===== src/rtl/inert_sensor_reader_if.sv =====
// rtl/inert_sensor_reader_if.sv - snd/cmd/done/resp handshake between sensor reader and SPI master
interface inert_sensor_reader_if;
  logic        snd;
  logic [15:0] cmd;
  logic        done;
  logic [15:0] resp;

  modport master (output snd, output cmd, input done, input resp);
  modport slave  (input snd, input cmd, output done, output resp);
endinterface


===== src/rtl/inert_sensor_reader.sv =====
// rtl/inert_sensor_reader.sv - configures inertial sensor then reads pitch rate and Z accel per INT
module inert_sensor_reader #(
  parameter int PWRUP_BITS = 16
) (
  input  logic                         clk,
  input  logic                         rst_n,
  input  logic                         INT,
  inert_sensor_reader_if.master        spi,
  output logic [15:0]                  ptch_rt,
  output logic [15:0]                  AZ,
  output logic                         vld
);

  typedef enum logic [3:0] {
    PWRUP, CFG0, CFG1, CFG2, CFG3, IDLE, RD_PL, RD_PH, RD_AZL, RD_AZH
  } state_t;

  state_t                state;
  logic [PWRUP_BITS-1:0] pwrup_cnt;
  logic                  int_ff1;
  logic                  int_ff2;
  logic [7:0]            pl_byte;
  logic [7:0]            azl_byte;
  logic                  xfer_done;
  logic                  unused_resp_hi;

  // done coinciding with snd is illegal from the master, so it is never taken as completion
  assign xfer_done      = spi.done && !spi.snd;
  assign unused_resp_hi = ^spi.resp[15:8];

  // snd and cmd are launched on the edge that enters each CFG/RD state
  always_ff @(posedge clk) begin
    if (!rst_n) begin
      state     <= PWRUP;
      pwrup_cnt <= '0;
      int_ff1   <= 1'b0;
      int_ff2   <= 1'b0;
      pl_byte   <= 8'h00;
      azl_byte  <= 8'h00;
      spi.snd   <= 1'b0;
      spi.cmd   <= 16'h0000;
      ptch_rt   <= 16'h0000;
      AZ        <= 16'h0000;
      vld       <= 1'b0;
    end else begin
      int_ff1 <= INT;
      int_ff2 <= int_ff1;
      spi.snd <= 1'b0;
      vld     <= 1'b0;
      unique case (state)
        PWRUP: begin
          pwrup_cnt <= pwrup_cnt + 1'b1;
          if (&pwrup_cnt) begin
            state   <= CFG0;
            spi.snd <= 1'b1;
            spi.cmd <= 16'h0D02;
          end
        end
        CFG0: if (xfer_done) begin
          state   <= CFG1;
          spi.snd <= 1'b1;
          spi.cmd <= 16'h1053;
        end
        CFG1: if (xfer_done) begin
          state   <= CFG2;
          spi.snd <= 1'b1;
          spi.cmd <= 16'h1150;
        end
        CFG2: if (xfer_done) begin
          state   <= CFG3;
          spi.snd <= 1'b1;
          spi.cmd <= 16'h1460;
        end
        CFG3: if (xfer_done) begin
          state <= IDLE;
        end
        IDLE: if (int_ff2) begin
          state   <= RD_PL;
          spi.snd <= 1'b1;
          spi.cmd <= 16'hA200;
        end
        RD_PL: if (xfer_done) begin
          pl_byte <= spi.resp[7:0];
          state   <= RD_PH;
          spi.snd <= 1'b1;
          spi.cmd <= 16'hA300;
        end
        RD_PH: if (xfer_done) begin
          ptch_rt <= {spi.resp[7:0], pl_byte};
          state   <= RD_AZL;
          spi.snd <= 1'b1;
          spi.cmd <= 16'hAC00;
        end
        RD_AZL: if (xfer_done) begin
          azl_byte <= spi.resp[7:0];
          state    <= RD_AZH;
          spi.snd  <= 1'b1;
          spi.cmd  <= 16'hAD00;
        end
        RD_AZH: if (xfer_done) begin
          AZ    <= {spi.resp[7:0], azl_byte};
          vld   <= 1'b1;
          state <= IDLE;
        end
        default: state <= PWRUP;
      endcase
    end
  end

endmodule


===== src/flat_wrapper.sv =====
// flat-port wrapper written by rule: the top's interface ports become plain ports
module inert_sensor_reader_flat 
#(
  parameter int PWRUP_BITS = 16
)
  (clk, rst_n, INT, ptch_rt, AZ, vld, spi_snd, spi_cmd, spi_done, spi_resp);
  inert_sensor_reader_if spi_i ();
  input  logic clk;
  input  logic rst_n;
  input  logic INT;
  output logic [15:0] ptch_rt;
  output logic [15:0] AZ;
  output logic vld;
  output wire logic [$bits(spi_i.snd)-1:0] spi_snd;
  output wire logic [$bits(spi_i.cmd)-1:0] spi_cmd;
  input wire logic [$bits(spi_i.done)-1:0] spi_done;
  input wire logic [$bits(spi_i.resp)-1:0] spi_resp;
  assign spi_snd = spi_i.snd;
  assign spi_cmd = spi_i.cmd;
  assign spi_i.done = spi_done;
  assign spi_i.resp = spi_resp;
  inert_sensor_reader #(.PWRUP_BITS(PWRUP_BITS)) u_core (.clk(clk), .rst_n(rst_n), .INT(INT), .spi(spi_i), .ptch_rt(ptch_rt), .AZ(AZ), .vld(vld));
endmodule

===== config.mk =====
export PLATFORM = sky130hd
export DESIGN_NAME = inert_sensor_reader_flat
export DESIGN_NICKNAME = d
export VERILOG_FILES = /design/src/rtl/inert_sensor_reader_if.sv /design/src/rtl/inert_sensor_reader.sv /design/src/flat_wrapper.sv
export SDC_FILE = /design/constraint.sdc
export NUM_CORES = 1
export LEC_CHECK = 0
export ABC_CLOCK_PERIOD_IN_PS = 2300
export BUFFER_PORTS_ARGS = -buffer_cell sky130_fd_sc_hd__buf_2
export CAP_MARGIN = 30
export CORE_MARGIN = 5
export CORE_UTILIZATION = 40
export DETAILED_ROUTE_END_ITERATION = 6
export GPL_ROUTABILITY_DRIVEN = 0
export PLACE_DENSITY_LB_ADDON = 0.12
export SYNTH_ARGS = -nofsm -noshare
export SYNTH_HDL_FRONTEND = slang
export SYNTH_SLANG_ARGS = --single-unit
export TNS_END_PERCENT = 10

===== constraint.sdc =====
create_clock -name clk -period 2.3 [get_ports clk]
set_input_delay 0.115 -clock clk [delete_from_list [all_inputs] [get_ports clk]]
set_output_delay 0.115 -clock clk [all_outputs]
set_load 0.01 [all_outputs]

==> results of run 1 <==
[layout make-up]
type                            count  area [µm²]  share of cell area [%]
Tap cell                          105         131                    3.33
Timing Repair Buffer               76         430                    10.9
Multi-Input combinational cell    274        1540                    39.1
Clock inverter                      6        50.0                    1.27
Inverter                            3        11.3                   0.285
Sequential cell                    82        1640                    41.6
Clock buffer                       10         138                    3.49
[worst paths after layout]
path | startpoint | to | slack [ns] | cells past startpoint
worst min register to register | u_core.int_ff1$_SDFF_PN0_ | u_core.int_ff2$_SDFF_PN0_ | 0.44 | 1
worst max register to register | u_core.state[2]$_SDFFE_PN0P_ | u_core.spi.cmd[9]$_SDFFE_PN0P_ | 0.25 | 5
worst min-delay path | spi_resp[6] | u_core.AZ[14]$_SDFFE_PN0P_ | 0.04 | 3
worst max-delay path | u_core.state[2]$_SDFFE_PN0P_ | u_core.spi.cmd[9]$_SDFFE_PN0P_ | 0.25 | 5
[kinds of logic (layout without fill, tap and decap cells)]
| family | after synthesis | after routing | share of synthesized area, % |
|---|---|---|---|
| buffers and inverters | 33 | 95 | 4.80 |
| xor gates and xnor gates | 15 | 15 | 3.94 |
| AOI/OAI and AO/OA | 60 | 60 | 11.1 |
| DFF | 82 | 82 | 49.2 |
| muxes | 22 | 22 | 6.60 |
| and+or+nand+nor | 172 | 172 | 23.9 |
| other | 1 | 4 | 0.112 |
| adders and majority gates | 1 | 1 | 0.375 |
[worst register-to-register path, delay by kind of cell, from the launching register on]
family,cells,cell delay [ns]
AND/OR/NAND/NOR,2,0.74
flip-flops,1,0.58
AO/OA/AOI/OAI,1,0.30
multiplexers,1,0.17
buffers and inverters,1,0.15
[sequential cells by signal (all words and copies together), names as in the netlist]
| name | cells |
|---|---|
| u_core.spi.cmd | 10 |
| u_core.AZ | 16 |
| u_core.pl_byte | 8 |
| u_core.int_ff1 | 1 |
| u_core.azl_byte | 8 |
| u_core.vld | 1 |
| u_core.pwrup_cnt | 16 |
| u_core.spi.snd | 1 |
| u_core.state | 4 |
| u_core.int_ff2 | 1 |
| u_core.ptch_rt | 16 |
[layout by cell type (no fill, tap or decap), types with 2 or more instances in the layout]
| master | Yosys | routed |
|---|---|---|
| sky130_fd_sc_hd__nand2_1 | 82 | 82 |
| sky130_fd_sc_hd__nand2b_1 | 3 | 3 |
| sky130_fd_sc_hd__o21ai_0 | 5 | 5 |
| sky130_fd_sc_hd__buf_4 | 6 | 18 |
| sky130_fd_sc_hd__xor2_1 | 11 | 11 |
| sky130_fd_sc_hd__clkbuf_8 | 0 | 10 |
| sky130_fd_sc_hd__nand4_1 | 9 | 9 |
| sky130_fd_sc_hd__o21a_1 | 2 | 2 |
| sky130_fd_sc_hd__clkinvlp_4 | 0 | 2 |
| sky130_fd_sc_hd__nand3_1 | 9 | 9 |
| sky130_fd_sc_hd__mux2i_1 | 22 | 22 |
| sky130_fd_sc_hd__inv_1 | 2 | 2 |
| sky130_fd_sc_hd__dfxtp_1 | 82 | 82 |
| sky130_fd_sc_hd__inv_6 | 0 | 2 |
| sky130_fd_sc_hd__conb_1 | 1 | 4 |
| sky130_fd_sc_hd__or3_1 | 6 | 6 |
| sky130_fd_sc_hd__buf_2 | 5 | 57 |
| sky130_fd_sc_hd__and4_1 | 2 | 2 |
| sky130_fd_sc_hd__and2_1 | 3 | 3 |
| sky130_fd_sc_hd__nor4_4 | 2 | 2 |
| sky130_fd_sc_hd__xnor2_1 | 4 | 4 |
| sky130_fd_sc_hd__clkinv_4 | 0 | 2 |
| sky130_fd_sc_hd__a21oi_1 | 36 | 36 |
| sky130_fd_sc_hd__o221a_2 | 2 | 2 |
| sky130_fd_sc_hd__nor3_1 | 4 | 4 |
| sky130_fd_sc_hd__nor2b_1 | 3 | 3 |
| sky130_fd_sc_hd__a41o_1 | 2 | 2 |
| sky130_fd_sc_hd__nor3_2 | 2 | 2 |
| sky130_fd_sc_hd__nor2_1 | 44 | 44 |
| sky130_fd_sc_hd__a31oi_1 | 4 | 4 |
[per-layer routing]
layer	routed length, µm	share of wire (%)	track usage (%)
met1	3600	48	21.7
met2	3380	45	22.7
met3	368	4.9	3.58
met4	158	2.1	7.98
met5	0	0	0
[synthesized netlist by cell type, drive strengths merged, types with 4 or more instances]
| library cell | n |
|---|---|
| xnor2 | 4 |
| xor2 | 11 |
| clkbuf | 15 |
| nand3 | 9 |
| nor3 | 6 |
| a21oi | 36 |
| nand4 | 9 |
| mux2i | 22 |
| nand2 | 82 |
| o21ai | 5 |
| a31oi | 4 |
| buf | 15 |
| nor2 | 44 |
| or3 | 6 |
| dfxtp | 82 |
[power by group]
group          total, µW  internal [µW]  switching (µW)
clock network        981            433             548
registers           1580           1500            82.0
logic                861            377             484
total               3420           2310            1110
[metrics by stage]
stage	total power, µW	utilization (%)	cells	hold WS (ns)
2_1_floorplan	2200	-	389	0.242
3_3_place_gp	2460	45.9	539	0.320
4_1_cts	3470	48.3	556	0.0244
6_report	3420	48.3	556	0.0427
3_5_place_dp	2480	45.9	539	0.327
5_1_grt	3630	48.3	556	0.0332
==> PnR_summary.wiki, run 1 <==
{| class="wikitable"
! Metric !! Value
|-
| Cell types with the largest area share after synthesis || sky130_fd_sc_hd__dfxtp_1 (49%), sky130_fd_sc_hd__nand2_1 (9.2%), sky130_fd_sc_hd__mux2i_1 (6.6%), sky130_fd_sc_hd__a21oi_1 (5.4%), sky130_fd_sc_hd__nor2_1 (5.0%)
|-
| Clock tree root buffer cell || sky130_fd_sc_hd__clkbuf_8
|-
| Total placed instance area || 3750 µm²
|-
| IO buf count || 57
|-
| Clock slew seen by the registers of the worst setup and hold paths || approximately 0.10 ns
|-
| Row count || 33
|-
| Final-stage net count || between 400 and 500
|-
| Count of final max-slew check failures || 0
|-
| Ratio of routed vias to standard cells || around 5.0
|-
| GR Overflow Total || 0
|-
| Via count of the first global-routing pass || about 2,700
|-
| Vertical extent of the die || 101 µm
|-
| Delay of the slowest critical-path stage || 0.58 ns
|-
| Remaining number of nets flagged by the antenna check after routing || 0
|-
| Worst hold path type || primary input to flop
|-
| Maximum clock path buffer count || 2
|-
| Layout-stage area growth over the synthesis result || 18.3%
|-
| Kind of critical path || flop to flop
|-
| Cell type group with the largest total delay on the critical path || simple AND/OR/NAND/NOR gates
|-
| Global-route wire length before repair || 12,900 µm
|-
| Worst-case vdd ir drop || about 0.0005 V
|-
| Required time of the critical path || between 2 and 3 ns
|-
| Wire per inst || 13.5 µm
|-
| Clock tree from TritonCTS || built
|-
| DPL Wire Length || 5200 µm
|-
| Final Cycle Share || approximately nine tenths
|-
| Minimum clock period || around 2.0 ns
|-
| Summed instance area of the synthesized netlist || between 3000 and 4000 µm²
|-
| Total Negative Setup Slacks || 0 ns
|-
| Setup skew after layout || about 0.014 ns
|-
| Crit-path max FO || 10
|-
| MaxCap Viol Count || 0
|-
| Worst slew pin tran || 0.536 ns
|-
| Cell area after layout || around 3900 µm²
|-
| Standard cell core area || approximately 8000 µm²
|-
| Proportion of layout cells with a drive suffix above 1 || 22.0%
|-
| Power density over cell area || between 800 and 900 nW/µm²
|-
| Total clock sinks || between 80 and 90
|-
| Antenna cell count || 0
|-
| Crit path launch type || flop
|-
| Ordered list of cells on the worst path || inv_1 -> and4_1 -> a221o_1 -> or3_1 -> mux2i_1
|-
| Setup Fix Bufs, Post-CTS || 0
|-
| Number of warning messages in the yosys log || 0
|-
| Share of synthesized area occupied by flip-flops and latches || about half
|-
| Initial antenna violation count || 0
|-
| Type of element capturing the critical path || flop
|-
| Crit path arrival time || approximately 2.3 ns
|-
| Die boundary width || 101 µm
|-
| Largest net degree at the start of global routing || 40
|-
| GRT Total Usage || 15.7%
|-
| Post-synthesis async set-or-reset flop share || 0%
|-
| Initial drt markers || around 130
|-
| Total of flip-flops plus latches after synthesis || 82
|-
| Setup WS pre-CTS || 0.256 ns
|-
| Final setup violating endpoints || 0
|-
| Count of buffering cells on the critical path with inverters included || 1
|-
| Number of iterations in the first detailed-routing pass || 5
|-
| FILL cells || approximately 830
|-
| Total I/O pin count || 70
|-
| Hold Vio Cnt, Final || 0
|-
| Remaining max-slew budget at the tightest pin || between 60% and 70%
|-
| Setup repair after global routing missed its margin || no
|-
| PostCTS Resize Cnt || 0
|-
| # hold bufs at CTS || 1
|-
| Drc violations || 0
|-
| Routed Wire Length || roughly 7500 µm
|-
| Clock Latency Late Sink || between 0.3 and 0.4 ns
|-
| Leak || 0.00165 µW
|-
| Highest achievable clock rate || 489 MHz
|-
| Mean instance size in the synthesized netlist || about 8.6 µm²
|-
| Outcome || finished clean
|-
| Primary flip-flop cell chosen by synthesis mapping || sky130_fd_sc_hd__dfxtp_1
|-
| Total number of vias || 2,791
|-
| Number of buffers created by CTS || 9
|-
| Effective utilization at floorplan || about two fifths
|-
| Final setup margin || about 0.25 ns
|-
| Netlist cell types || between 40 and 50
|-
| Portion of synthesized cell area occupied by the leading cell type || 49.2%
|-
| Max stage delay cell, worst path || sky130_fd_sc_hd__dfxtp_1
|-
| Cells after synthesis || slightly below 400
|-
| Cell type contributing the most total cell area after synthesis || sky130_fd_sc_hd__dfxtp_1
|-
| Number of synthesized flops with an enable pin || 0
|-
| Clock H-tree levels || 3
|-
| Die area || between 10,000 and 15,000 µm²
|}
(Power assumes the default switching activity.)
==> run 2: changes to the inputs <==
ABC_CLOCK_PERIOD_IN_PS = 1930   (was 2300)
CORE_ASPECT_RATIO = 0.9   (was unset)
CORE_MARGIN = 8   (was 5)
clock period = 1.93 ns   (was 2.3 ns; I/O delays follow)
==> run 2 against run 1 <==
Critical path depth fell by 1. Sequential share of layout area fell by 0.70 points. Total power rose by 19%. Sequential power rose by 19%. Register-to-register slack got worse by 0.15 ns. Cell count rose by 0.72%. Maximum frequency rose by 12%. Global-route usage fell by 1.6 points. Design area rose by 1.9%. Combinational power rose by 22%. Hold slack got worse by 0.021 ns.
==> PnR_summary.wiki, run 2 (synthesis gave the netlist of run 1 again) <==
{| class="wikitable"
! Metric !! Value
|-
| Outcome || finished clean (unchanged)
|-
| Share of the core filled with cells in the final layout || 49.9% (was 48.3%)
|-
| Remaining max-slew budget at the tightest pin || 64.3% (about the same)
|-
| Initial antenna violation count || 0 (unchanged)
|-
| Crit-path max FO || 9 (was 10)
|-
| Row count || 31 (was 33)
|-
| Leak || 0.00170 µW (was 0.00165 µW)
|-
| Final setup violating endpoints || 0 (unchanged)
|-
| Number of iterations in the first detailed-routing pass || 4 (was 5)
|-
| Overall power || 4070 µW (was 3420 µW)
|-
| GR Overflow Total || 0 (unchanged)
|-
| Final-stage net count || 477 (was 467)
|-
| Crit path arrival time || 2.12 ns (was 2.28 ns)
|-
| FILL cells || 793 (was 833)
|-
| Clock Latency Late Sink || 0.35 ns (about the same)
|-
| Post-Route Hold Slack || 0.0219 ns (was 0.0427 ns)
|-
| Clock slew seen by the registers of the worst setup and hold paths || 0.09 ns (was 0.10 ns)
|-
| Clock H-tree levels || 3 (unchanged)
|-
| Clock tree from TritonCTS || built (unchanged)
|-
| Most common library cell in the layout ignoring fill and taps || sky130_fd_sc_hd__nand2_1
|-
| Worst-case vdd ir drop || 0.000485 V (was 0.000499 V)
|-
| Number of buffers created by CTS || 9 (unchanged)
|-
| Area of the multi-input gates || 1550 µm² (was 1540 µm²)
|-
| Minimum clock period || 1.83 ns (was 2.05 ns)
|-
| Register area || 1650 µm² (was 1640 µm²)
|-
| Count of final max-slew check failures || 0 (unchanged)
|-
| Standard cell core area || 8070 µm² (was 8180 µm²)
|-
| Clock tree root buffer cell || sky130_fd_sc_hd__clkbuf_8 (unchanged)
|-
| Total number of vias || 2,812 (was 2,791)
|-
| Largest regs || u_core.AZ x16, u_core.ptch_rt x16, u_core.pwrup_cnt x16 (unchanged)
|-
| Vertical extent of the die || 103 µm (was 101 µm)
|-
| Drc violations || 0 (unchanged)
|-
| Power density over cell area || 1010 nW/µm² (was 868 nW/µm²)
|-
| Largest net degree at the start of global routing || 50 (was 40)
|-
| Proportion of layout cells with a drive suffix above 1 || 24.5% (was 22.0%)
|-
| Layout-stage area growth over the synthesis result || 20.6% (was 18.3%)
|-
| Setup Fix Bufs, Post-CTS || 0 (unchanged)
|-
| Ratio of routed vias to standard cells || 5.02 (about the same)
|-
| Setup repair after global routing missed its margin || no (unchanged)
|-
| Wire per inst || 14.4 µm (was 13.5 µm)
|-
| Type of element capturing the critical path || flop (unchanged)
|-
| Antenna cell count || 0 (unchanged)
|-
| Maximum clock path buffer count || 2 (unchanged)
|-
| Hold Vio Cnt, Final || 0 (unchanged)
|-
| Routed Wire Length || 8040 µm (was 7510 µm)
|-
| Remaining number of nets flagged by the antenna check after routing || 0 (unchanged)
|-
| Highest achievable clock rate || 548 MHz (was 489 MHz)
|-
| GRT Total Usage || 14.1% (was 15.7%)
|-
| Global-route wire length before repair || 13,000 µm (was 12,900 µm)
|-
| Worst hold path type || primary input to flop (unchanged)
|-
| Required time of the critical path || 2.23 ns (was 2.53 ns)
|-
| Total I/O pin count || 70 (unchanged)
|-
| Crit path launch type || flop (unchanged)
|-
| DPL Wire Length || 5540 µm (was 5200 µm)
|-
| Via count of the first global-routing pass || 2,717 (was 2,687)
|-
| Setup skew after layout || 0.00912 ns (was 0.0135 ns)
|-
| Reg2reg setup slack || 0.10 ns (was 0.25 ns)
|-
| Total clock sinks || 82 (unchanged)
|-
| Worst slew pin tran || 0.536 ns (about the same)
|-
| Initial drt markers || 129 (was 125)
|-
| Effective utilization at floorplan || 41.3% (was 40.8%)
|-
| Final Cycle Share || 94.6% (was 89.0%)
|-
| MaxCap Viol Count || 0 (unchanged)
|-
| IO buf count || 57 (unchanged)
|-
| Most frequent cells in the layout || sky130_fd_sc_hd__nand2_1 (82), sky130_fd_sc_hd__dfxtp_1 (79), sky130_fd_sc_hd__buf_2 (57) (was sky130_fd_sc_hd__nand2_1 (82), sky130_fd_sc_hd__dfxtp_1 (82), sky130_fd_sc_hd__buf_2 (57))
|-
| Die boundary width || 112 µm (was 101 µm)
|-
| Die area || 11,500 µm² (was 10,300 µm²)
|-
| Kind of critical path || flop to flop (unchanged)
|}
-- run 2: area by class of cell --
type	count	area share, %
multi-input combinational	274	38.5
clock buffer	9	3.08
timing repair buffer	86	12.9
inverter	3	0.280
tap	99	3.08
clock inverter	7	1.28
sequential	82	40.9
-- run 2: repair_timing --
action | CTS | global route
hold buffers | 1 | 0
endpoints found under the hold margin | 1 | 0
resized for setup | 1 | 3
endpoints found under the setup margin | 6 | 15
-- run 2: path summary, 6_finish.rpt --
path,startpoint,end,cells after the start
worst max-delay path,u_core.state[3]$_SDFFE_PN0P_,u_core.spi.cmd[8]$_SDFFE_PN0P_,4
worst min-delay path,spi_resp[6],u_core.AZ[14]$_SDFFE_PN0P_,3
worst max register to register,u_core.state[3]$_SDFFE_PN0P_,u_core.spi.cmd[8]$_SDFFE_PN0P_,4
worst min register to register,u_core.int_ff1$_SDFF_PN0_,u_core.int_ff2$_SDFF_PN0_,1
-- run 2: metrics by stage --
step	setup slack, ns	cells	cell area [µm²]	TNS [ns]
5_1_grt	0.0101	560	4020	0
2_1_floorplan	0.0671	389	3350	0
3_3_place_gp	-0.00445	543	3830	-0.00445
3_5_place_dp	-0.0346	543	3830	-0.126
6_report	0.105	560	4020	0
4_1_cts	0.0385	560	4020	0
-- run 2: power breakdown --
group          internal [µW]  switching [µW]  leakage [µW]  total (µW)
combinational            452             597      0.000952        1050
sequential              1790            90.5      0.000664        1880
clock                    476             663     0.0000864        1140
-- run 2: metal layers --
layer / part of all wire, % / up-vias / track usage (%)
met5: 0 / - / 0
met4: 1.1 / 0 / 5.49
met3: 5.2 / 8 / 4.45
met2: 45 / 67 / 22.4
met1: 49 / 1300 / 17.5
li1: - / 1437 / -
-- run 2: worst max-delay path, cell delays in order, from the launching register on --
cell	delay, ns
sky130_fd_sc_hd__dfxtp_1	0.54
sky130_fd_sc_hd__nor2b_1	0.11
sky130_fd_sc_hd__a221o_1	0.42
sky130_fd_sc_hd__nor3_2	0.43
sky130_fd_sc_hd__o221a_1	0.26
==> run 3: changes to the inputs <==
--- a/config.mk
+++ b/config.mk
@@ -12,3 +12,3 @@
 export CORE_MARGIN = 8
-export CORE_UTILIZATION = 40
+export CORE_UTILIZATION = 54
 export DETAILED_ROUTE_END_ITERATION = 6
==> constraint.sdc (replaced) <==
create_clock -name clk -period 1.93 [get_ports clk]
set_input_delay 0.386 -clock clk [delete_from_list [all_inputs] [get_ports clk]]
set_output_delay 0.386 -clock clk [all_outputs]
set_load 0.01 [all_outputs]
==> run 3 against run 2 <==
Design area increased by 0.37%. Wire length decreased by 6.3%. Total power up 2.4%. First-iteration DRC count down 13%. Cell count fell by 4.1%. Register-to-register slack hardly changed. Critical path depth grew 1. Critical endpoint is now u_core.spi.cmd[9]$_SDFFE_PN0P_. Largest power group unchanged.
==> PnR_summary.wiki, run 3 (synthesis gave the netlist of run 1 again) <==
{| class="wikitable"
! Metric !! Value
|-
| Outcome || finished clean (unchanged)
|-
| MaxCap Viol Count || 0 (unchanged)
|-
| Vertical extent of the die || 90.6 µm (was 103 µm)
|-
| Crit path arrival time || 2.07 ns (was 2.12 ns)
|-
| Worst-case vdd ir drop || 0.000643 V (was 0.000485 V)
|-
| Routed Wire Length || 7530 µm (was 8040 µm)
|-
| Die boundary width || 98.8 µm (was 112 µm)
|-
| Final-stage net count || 481 (was 477)
|-
| GRT Total Usage || 16.9% (was 14.1%)
|-
| Final setup violating endpoints || 0 (unchanged)
|-
| Largest regs || u_core.AZ x16, u_core.ptch_rt x16, u_core.pwrup_cnt x16 (unchanged)
|-
| Overall power || 4170 µW (was 4070 µW)
|-
| Final Cycle Share || 94.8% (was 94.6%)
|-
| Initial antenna violation count || 0 (unchanged)
|-
| Leak || 0.00172 µW (was 0.00170 µW)
|-
| Standard cell core area || 6050 µm² (was 8070 µm²)
|-
| Global-route wire length before repair || 12,600 µm (was 13,000 µm)
|-
| Setup WS pre-CTS || -0.0253 ns (was -0.0346 ns)
|-
| Share of the core filled with cells in the final layout || 66.8% (was 49.9%)
|-
| Number of iterations in the first detailed-routing pass || 4 (unchanged)
|-
| Clock tree from TritonCTS || built (unchanged)
|-
| Ratio of routed vias to standard cells || 5.26 (was 5.02)
|-
| Max stage delay cell, worst path || sky130_fd_sc_hd__dfxtp_1 (unchanged)
|-
| Most frequent cells in the layout || sky130_fd_sc_hd__nand2_1 (82), sky130_fd_sc_hd__dfxtp_1 (82), sky130_fd_sc_hd__buf_2 (57) (was sky130_fd_sc_hd__nand2_1 (82), sky130_fd_sc_hd__dfxtp_1 (79), sky130_fd_sc_hd__buf_2 (57))
|-
| Clock tree root buffer cell || sky130_fd_sc_hd__clkbuf_8 (unchanged)
|-
| Minimum clock period || 1.83 ns (about the same)
|-
| GR Overflow Total || 0 (unchanged)
|-
| Layout-stage area growth over the synthesis result || 21.1% (was 20.6%)
|-
| Setup skew after layout || 0.0104 ns (was 0.00912 ns)
|-
| Ordered list of cells on the worst path || inv_1 -> and4_1 -> a221o_1 -> or3_4 -> mux2i_1 (was nor2b_1 -> a221o_1 -> nor3_2 -> o221a_1)
|-
| Clock Latency Late Sink || 0.35 ns (about the same)
|-
| Effective utilization at floorplan || 55.1% (was 41.3%)
|-
| Hold Vio Cnt, Final || 0 (unchanged)
|-
| Total number of vias || 2,822 (was 2,812)
|-
| Power density over cell area || 1030 nW/µm² (was 1010 nW/µm²)
|-
| Proportion of layout cells with a drive suffix above 1 || 25.6% (was 24.5%)
|-
| Die area || 8950 µm² (was 11,500 µm²)
|-
| Worst hold path type || primary input to flop (unchanged)
|-
| Largest net degree at the start of global routing || 31 (was 50)
|-
| Setup repair after global routing missed its margin || no (unchanged)
|-
| Type of element capturing the critical path || flop (unchanged)
|-
| Via count of the first global-routing pass || 2,684 (was 2,717)
|-
| Delay of the slowest critical-path stage || 0.49 ns (was 0.54 ns)
|-
| DPL Wire Length || 5120 µm (was 5540 µm)
|-
| Row count || 27 (was 31)
|-
| Drc violations || 0 (unchanged)
|-
| Initial drt markers || 112 (was 129)
|-
| Kind of critical path || flop to flop (unchanged)
|-
| Placed cell count || 521 (was 543)
|-
| Highest achievable clock rate || 546 MHz (was 548 MHz)
|-
| Crit path launch type || flop (unchanged)
|-
| Cell area after layout || 4040 µm² (was 4020 µm²)
|-
| IO buf count || 57 (unchanged)
|-
| Total placed instance area || 3820 µm² (was 3830 µm²)
|-
| Total clock sinks || 82 (unchanged)
|-
| Wire per inst || 14.0 µm (was 14.4 µm)
|-
| Number of buffers created by CTS || 9 (unchanged)
|-
| Maximum clock path buffer count || 2 (unchanged)
|-
| Clock H-tree levels || 3 (unchanged)
|-
| Final setup margin || 0.0994 ns (was 0.105 ns)
|-
| Clock slew seen by the registers of the worst setup and hold paths || 0.09 ns (about the same)
|-
| Required time of the critical path || 2.17 ns (was 2.23 ns)
|-
| Antenna cell count || 0 (unchanged)
|-
| Fin cells || 537 (was 560)
|-
| Total I/O pin count || 70 (unchanged)
|-
| Remaining number of nets flagged by the antenna check after routing || 0 (unchanged)
|-
| Crit-path max FO || 7 (was 9)
|-
| Count of final max-slew check failures || 0 (unchanged)
|}
[run 3: cell types whose count changed in the layout (fill, tap and decap cells not counted), moves of 2 or more]
cell / change
sky130_fd_sc_hd__buf_4: +6
sky130_fd_sc_hd__dfxtp_1: +3
sky130_fd_sc_hd__dfxtp_2: -3
sky130_fd_sc_hd__clkinv_2: -2
sky130_fd_sc_hd__or3_1: -2
sky130_fd_sc_hd__or3_4: +2
[run 3: critical path: cells and delay by family, from the launching register on]
kind | cells | cell delay, ns
and+or+nand+nor | 2 | 0.67
DFF | 1 | 0.49
muxes | 1 | 0.13
AOI/OAI and AO/OA | 1 | 0.34
buffers and inverters | 1 | 0.09
[run 3: per-stage QoR]
stage / setup TNS [ns] / hold slack, ns
floorplan: 0 / 0.412
global placement: 0 / 0.417
detailed placement: -0.0855 / 0.419
CTS: 0 / 0.233
global route: 0 / 0.233
finish: 0 / 0.244
[run 3: area by class of cell]
type	count	area [µm²]
sequential	82	1640
clock inverter	6	48.8
clock buffer	10	138
tap	72	90.1
multi-input combinational	274	1580
timing repair buffer	90	533
fill	520	2010
inverter	3	11.3
[run 3: layer usage]
metal	track usage, %	up-vias	wire [µm]
li1	-	1443	-
met1	22.0	1306	3630
met2	25.9	65	3380
met3	4.78	8	426
met4	6.13	0	87
met5	0	-	0
[run 3: timing repair]
| action | 4_1_cts | 5_1_grt |
|---|---|---|
| buffers inserted | 0 | 0 |
| gates resized for setup | 0 | 6 |
| hold buffers | 0 | 0 |
| endpoints found under the setup margin | 0 | 31 |
[run 3: final timing paths]
kind	slack [ns]	endpoint	start	cells after the start
hold / removal	0.24	u_core.int_ff1$_SDFF_PN0_	INT	2
hold reg to reg	0.44	u_core.int_ff2$_SDFF_PN0_	u_core.int_ff1$_SDFF_PN0_	1
setup reg to reg	0.1	u_core.spi.cmd[9]$_SDFFE_PN0P_	u_core.state[2]$_SDFFE_PN0P_	5
setup / recovery	0.1	u_core.spi.cmd[9]$_SDFFE_PN0P_	u_core.state[2]$_SDFFE_PN0P_	5
[run 3: report_power, final]
| part | leakage [µW] | switching [µW] | internal, µW |
|---|---|---|---|
| registers | 0.000662 | 68.4 | 1790 |
| logic | 0.000975 | 650 | 506 |
| clock network | 0.0000855 | 644 | 513 |
